## src/rtl/peripheral_bus_hub.sv

```systemverilog
// Wishbone slave to shared peripheral bus bridge with claim-based read return, busy wait and collision flag.
// Optional access timeout is built when PERIPHERAL_HUB_TIMEOUT_EN is defined.
module peripheral_bus_hub #(
    parameter int DEVICE_COUNT   = 4,
    parameter bit UNMAPPED_ERROR = 1'b1,
    parameter int TIMEOUT_CYCLES = 255
) (
    input  logic                         wb_clk_i,
    input  logic                         wb_rst_i,
    input  logic                         wb_cyc_i,
    input  logic                         wb_stb_i,
    input  logic                         wb_we_i,
    input  logic [3:0]                   wb_sel_i,
    input  logic [23:0]                  wb_adr_i,
    input  logic [31:0]                  wb_data_i,
    output logic                         wb_ack_o,
    output logic                         wb_error_o,
    output logic                         wb_stall_o,
    output logic [31:0]                  wb_data_o,
    output logic                         peripheralBus_we,
    output logic                         peripheralBus_oe,
    output logic [23:0]                  peripheralBus_address,
    output logic [3:0]                   peripheralBus_byteSelect,
    output logic [31:0]                  peripheralBus_dataWrite,
    input  logic [32*DEVICE_COUNT-1:0]   dev_dataRead,
    input  logic [DEVICE_COUNT-1:0]      dev_requestOutput,
    input  logic [DEVICE_COUNT-1:0]      dev_busy,
    output logic                         collision_o
);

    typedef enum logic [1:0] {
        ST_IDLE    = 2'd0,
        ST_ACCESS  = 2'd1,
        ST_RESPOND = 2'd2
    } state_t;

    generate
        if (DEVICE_COUNT < 1 || DEVICE_COUNT > 16 || TIMEOUT_CYCLES < 2 || TIMEOUT_CYCLES > 65535) begin : g_bad_params
            $error("peripheral_bus_hub: parameter out of legal range");
        end
    endgenerate

    // 0 = no claim, 1 = exactly one claim, 2 = two or more claims
    function automatic logic [1:0] claim_level(input logic [DEVICE_COUNT-1:0] req);
        logic [1:0] lvl;
        lvl = 2'd0;
        for (int i = 0; i < DEVICE_COUNT; i++) begin
            if (req[i] && lvl == 2'd0) lvl = 2'd1;
            else if (req[i])           lvl = 2'd2;
            else                       lvl = lvl;
        end
        return lvl;
    endfunction

    // OR-mux of claiming devices; only meaningful when exactly one device claims
    function automatic logic [31:0] claim_data(input logic [DEVICE_COUNT-1:0] req,
                                               input logic [32*DEVICE_COUNT-1:0] data);
        logic [31:0] d;
        d = 32'h0000_0000;
        for (int i = 0; i < DEVICE_COUNT; i++) begin
            if (req[i]) d = d | data[32*i +: 32];
            else        d = d;
        end
        return d;
    endfunction

    state_t      state_r;
    logic [1:0]  claim_lvl_s;
    logic [31:0] claim_data_s;
    logic        busy_any_s;
    logic        timeout_hit_s;

    assign claim_lvl_s  = claim_level(dev_requestOutput);
    assign claim_data_s = claim_data(dev_requestOutput, dev_dataRead);
    assign busy_any_s   = |dev_busy;

`ifdef PERIPHERAL_HUB_TIMEOUT_EN
    logic [15:0] tmo_cnt_r;

    // Access cycle counter: zero on entry to ACCESS, so the Nth ACCESS cycle sees N-1
    always_ff @(posedge wb_clk_i) begin
        if (wb_rst_i || state_r != ST_ACCESS) tmo_cnt_r <= 16'd0;
        else                                  tmo_cnt_r <= tmo_cnt_r + 16'd1;
    end

    assign timeout_hit_s = (tmo_cnt_r == 16'(TIMEOUT_CYCLES - 1));
`else
    assign timeout_hit_s = 1'b0;
`endif

    // Access state machine with all bus-facing outputs registered
    always_ff @(posedge wb_clk_i) begin
        if (wb_rst_i) begin
            state_r                  <= ST_IDLE;
            wb_ack_o                 <= 1'b0;
            wb_error_o               <= 1'b0;
            wb_stall_o               <= 1'b0;
            wb_data_o                <= 32'h0000_0000;
            peripheralBus_we         <= 1'b0;
            peripheralBus_oe         <= 1'b0;
            peripheralBus_address    <= 24'h00_0000;
            peripheralBus_byteSelect <= 4'h0;
            peripheralBus_dataWrite  <= 32'h0000_0000;
            collision_o              <= 1'b0;
        end else begin
            case (state_r)
                ST_IDLE: begin
                    wb_ack_o   <= 1'b0;
                    wb_error_o <= 1'b0;
                    wb_data_o  <= 32'h0000_0000;
                    if (wb_cyc_i && wb_stb_i) begin
                        peripheralBus_address    <= wb_adr_i;
                        peripheralBus_byteSelect <= wb_sel_i;
                        peripheralBus_dataWrite  <= wb_data_i;
                        peripheralBus_we         <= wb_we_i;
                        peripheralBus_oe         <= !wb_we_i;
                        wb_stall_o               <= 1'b1;
                        state_r                  <= ST_ACCESS;
                    end else begin
                        wb_stall_o <= 1'b0;
                    end
                end
                ST_ACCESS: begin
                    if (!wb_cyc_i) begin
                        peripheralBus_we <= 1'b0;
                        peripheralBus_oe <= 1'b0;
                        wb_stall_o       <= 1'b0;
                        state_r          <= ST_IDLE;
                    end else if (busy_any_s && timeout_hit_s) begin
                        wb_error_o       <= 1'b1;
                        wb_data_o        <= peripheralBus_we ? 32'h0000_0000 : 32'hFFFF_FFFF;
                        peripheralBus_we <= 1'b0;
                        peripheralBus_oe <= 1'b0;
                        state_r          <= ST_RESPOND;
                    end else if (busy_any_s) begin
                        state_r <= ST_ACCESS;
                    end else begin
                        peripheralBus_we <= 1'b0;
                        peripheralBus_oe <= 1'b0;
                        state_r          <= ST_RESPOND;
                        case (claim_lvl_s)
                            2'd1: begin
                                wb_ack_o  <= 1'b1;
                                wb_data_o <= peripheralBus_we ? 32'h0000_0000 : claim_data_s;
                            end
                            2'd0: begin
                                wb_ack_o   <= !UNMAPPED_ERROR;
                                wb_error_o <= UNMAPPED_ERROR;
                                wb_data_o  <= peripheralBus_we ? 32'h0000_0000 : 32'hFFFF_FFFF;
                            end
                            default: begin
                                wb_error_o  <= 1'b1;
                                collision_o <= 1'b1;
                                wb_data_o   <= peripheralBus_we ? 32'h0000_0000 : 32'hFFFF_FFFF;
                            end
                        endcase
                    end
                end
                ST_RESPOND: begin
                    wb_ack_o   <= 1'b0;
                    wb_error_o <= 1'b0;
                    wb_data_o  <= 32'h0000_0000;
                    wb_stall_o <= 1'b0;
                    state_r    <= ST_IDLE;
                end
                default: begin
                    wb_ack_o         <= 1'b0;
                    wb_error_o       <= 1'b0;
                    wb_stall_o       <= 1'b0;
                    peripheralBus_we <= 1'b0;
                    peripheralBus_oe <= 1'b0;
                    state_r          <= ST_IDLE;
                end
            endcase
        end
    end

endmodule

```

## config.mk

```make
export PLATFORM = sky130hd
export DESIGN_NAME = peripheral_bus_hub
export DESIGN_NICKNAME = d
export VERILOG_FILES = /design/src/rtl/peripheral_bus_hub.sv
export SDC_FILE = /design/constraint.sdc
export NUM_CORES = 1
export LEC_CHECK = 0
export CORE_AREA = 4 4 114 116
export CTS_CLUSTER_DIAMETER = 150
export DETAILED_ROUTE_END_ITERATION = 10
export DIE_AREA = 0 0 118 120
export PLACE_DENSITY = 0.84
export SETUP_SLACK_MARGIN = 0.4
export SLEW_MARGIN = 40
export SYNTH_ARGS = -nofsm -noshare
export SYNTH_HDL_FRONTEND = slang
export SYNTH_SLANG_ARGS = --single-unit
```

## constraint.sdc

```tcl
create_clock -name wb_clk_i -period 5 [get_ports wb_clk_i]
set_clock_uncertainty 0.05 [all_clocks]
set_input_delay 0.5 -clock wb_clk_i [delete_from_list [all_inputs] [get_ports wb_clk_i]]
set_output_delay 0.5 -clock wb_clk_i [all_outputs]
set_load 0.005 [all_outputs]
```

==> results.yml <==
status:
  outcome: "completed"
pwr:
  switchingPower_mw: 0.4397
  leakagePower_nw: 2.751
  vdd_ir_drop_max_mv: 0.1384
  combPwrFrac_pct: 18.1
  power.share.switching_pct: 22.27
  seq_power_share_pct: 42.3
  p_per_area_mw_per_mm2: 260.8
  p_int_mw: 1.535
  clockPowerShare_pct: 39.6
worst_setup_path:
  start_kind: "input pin"
  critical_path_class: "input pin to flop"
  crit_family: "buffers and inverters"
  cp_cell_sequence: "clkdlybuf4s50_1 > buf_4 > inv_1 > ha_1 > xor2_1 > a21o_2 > nand3_1 > a22o_1"
  end_kind: "flop"
  slowest_delay_ns: 0.54
  required_ns: 5.17
  critPathBufInv: 3
  cp_data_arrival_time_ns: 2.79
  cp_max_fo: 34
  cp_slowest_cell: "a21o_2"
drt:
  wl_per_cell_um: 17.22
  vias: 4717
  drc: 0
  viasPerCell: 5.144
  dr.first_iter.drc_count: 194
  wirelength_um: 15790
  ant_nets: 0
  dr.pass1.iters: 7
clock_network:
  clk_latency_ns: 0.33
  clk_pin_slew_worst_paths_ns: 0.06
  cts.sinks: 100
  post-cts-setup-buffer-count: 0
  cts_root_buffer: "clkbuf_16"
  clk_path_buf_depth: 2
  htree_levels: 3
  holdBufCountCts: 0
  post_cts_resized: 0
  cts_buffers: 9
  cts_tree: "done"
timing:
  rsz0062_at_grt: "no"
  setup_viol: 0
  tns_ns: 0
  worst_pin_slew_ns: 0.7313
  max_freq_ghz: 0.3817
  drv_slew: 0
  post-route-period-util_pct: 52.40
  fin_ws_ns: 2.380
  finalHoldViolations: 0
  relSlewSlack_pct: 51.20
  min_period_ns: 2.620
floorplanning:
  ios: 299
  die_area_sq_mm: 0.01416
  die_y_um: 120
  coreArea_sq_mm: 0.01191
  die_w_um: 118
  fp-row-count: 40
  start_util_pct: 35.12
synth:
  syn_area_per_cell_sq_um: 8.450
  synthTopCellsByArea: "dfxtp_1, a22oi_1, nand2_1"
  synth_cell_type_count: 31
  seq_area_frac_synth_pct: 47.86
  ys_warn_count: 0
  yosys.area.top_type: "dfxtp_1"
  synth_seq_cells: 100
  syn_inst: 495
  syn-num-nets: 698
  syn_area_sq_mm: 0.004183
  synth_top_area_share_pct: 47.86
flow_run:
  cap_violations: 0
cells_and_area:
  fin_nets: 967
  fill_cells: 974
  syn2layout_area_growth_pct: 81.01
  drive_gt1_share_pct: 4.031
global_route:
  antenna_found_initial: 1
  grt_max_degree: 70
  grt_pass1_wl_um: 24750
  track_usage_pct: 21.45
  grt_pass1_vias: 4977
  grt-ovfl-total: 0
placement:
  gp_congestion: 0.8687
  pre_cts_ws_ns: 2.008
  io_buffers: 298
  place_hpwl_um: 12300
min_path:
  hp-class: "flop to flop"
## state kept, by name, summed over array words and instances (netlist names)
name	cells
peripheralBus_dataWrite	32
wb_data_o	32
peripheralBus_address	24
peripheralBus_byteSelect	4
state_r	2
collision_o	1
peripheralBus_oe	1
peripheralBus_we	1
wb_ack_o	1
wb_error_o	1
wb_stall_o	1
## cells by family after synthesis
logic type,Yosys count,share of synthesized area (%)
simple gates,172,18.28
compound gates,167,27.19
flops,100,47.86
buf+inv,52,5.624
fa+ha+maj,2,0.5982
xor+xnor,1,0.2094
mux,1,0.2393
## layout by cell type, fill, tap and decap left out, types with 2 or more instances in the layout
| cell type | n |
|---|---|
| a31oi_1 | 2 |
| a22oi_1 | 64 |
| ha_1 | 2 |
| o21ai_0 | 2 |
| clkbuf_16 | 9 |
| inv_1 | 4 |
| nand3_1 | 33 |
| a22o_1 | 32 |
| nor3_1 | 2 |
| clkdlybuf4s50_1 | 297 |
| nor4_4 | 2 |
| dfxtp_1 | 100 |
| buf_4 | 7 |
| nand2b_1 | 2 |
| nand2_1 | 121 |
| nor2_1 | 5 |
| bufinv_16 | 3 |
| a21oi_1 | 62 |
## cell usage after synthesis (all sizes together)
cell type,number
and3b,1
mux2i,1
a41oi,1
nor3,2
o21ai,2
nand3,33
dfxtp,100
nand4bb,1
nor4b,1
nand3b,1
xor2,1
a21oi,62
a31oi,2
nor2,5
nand2,122
buf,25
inv,4
ha,2
nor3b,1
clkbuf,23
a22o,32
a22oi,64
o211a,2
a211oi,1
nor4,3
a21o,1
nand2b,2
## power groups by stage
stage               logic (mW)  registers, mW  clock network, mW
global route             0.385          0.838              0.833
finish                   0.357          0.835              0.783
detailed placement       0.357          0.854                  0
CTS                      0.358          0.835              0.800
floorplan                0.117          0.853                  0
global placement         0.347          0.852                  0
## routing by layer
metal	part of all wire, %	vias up	global-route usage (%)
li1	-	2303	-
met1	36	2117	22.15
met2	52	251	39.02
met3	8.2	46	6.362
met4	3.9	0	11.58
met5	0	-	0
## worst min-delay path, delay by kind of cell (launching register included)
| family | cells | cell delay, ns |
|---|---|---|
| AND/OR/NAND/NOR | 1 | 0.05 |
| AO/OA/AOI/OAI | 1 | 0.05 |
| flip-flops | 1 | 0.31 |
## path summary, 6_finish.rpt
check	start	to	slack, ns	cells after the start
setup / recovery	dev_requestOutput[1]	wb_data_o[24]	2.38	8
hold / removal	peripheralBus_address[2]	peripheralBus_address[2]	0.40	2
setup reg to reg	state_r[1]	peripheralBus_address[0]	2.81	5
hold reg to reg	peripheralBus_address[2]	peripheralBus_address[2]	0.40	2
## final cells by class
type,instances,area [sq um],share of cell area (%)
clock buffers,10,229.0,3.024
well taps,147,183.9,2.429
flip-flops and latches,100,2002,26.44
multi-input cells,343,1969,26.01
diodes,1,2.502,0.03305
repair buffers,306,3058,40.39
clock inverters,6,111.4,1.471
inverters,4,15.01,0.1983
## stage by stage
stage | std cells | hold slack [ns] | util (%) | power, mW | area [sq um]
finish | 917 | 0.4025 | 63.56 | 1.975 | 7571
global route | 917 | 0.4185 | 63.56 | 2.055 | 7571
CTS | 916 | 0.4048 | 63.54 | 1.994 | 7569
detailed placement | 900 | 0.3964 | 60.68 | 1.210 | 7228
global placement | 899 | 0.3915 | 60.44 | 1.198 | 7199
floorplan | 495 | 0.4027 | - | 0.9703 | 4183
Power figures use the tool's default switching activity.
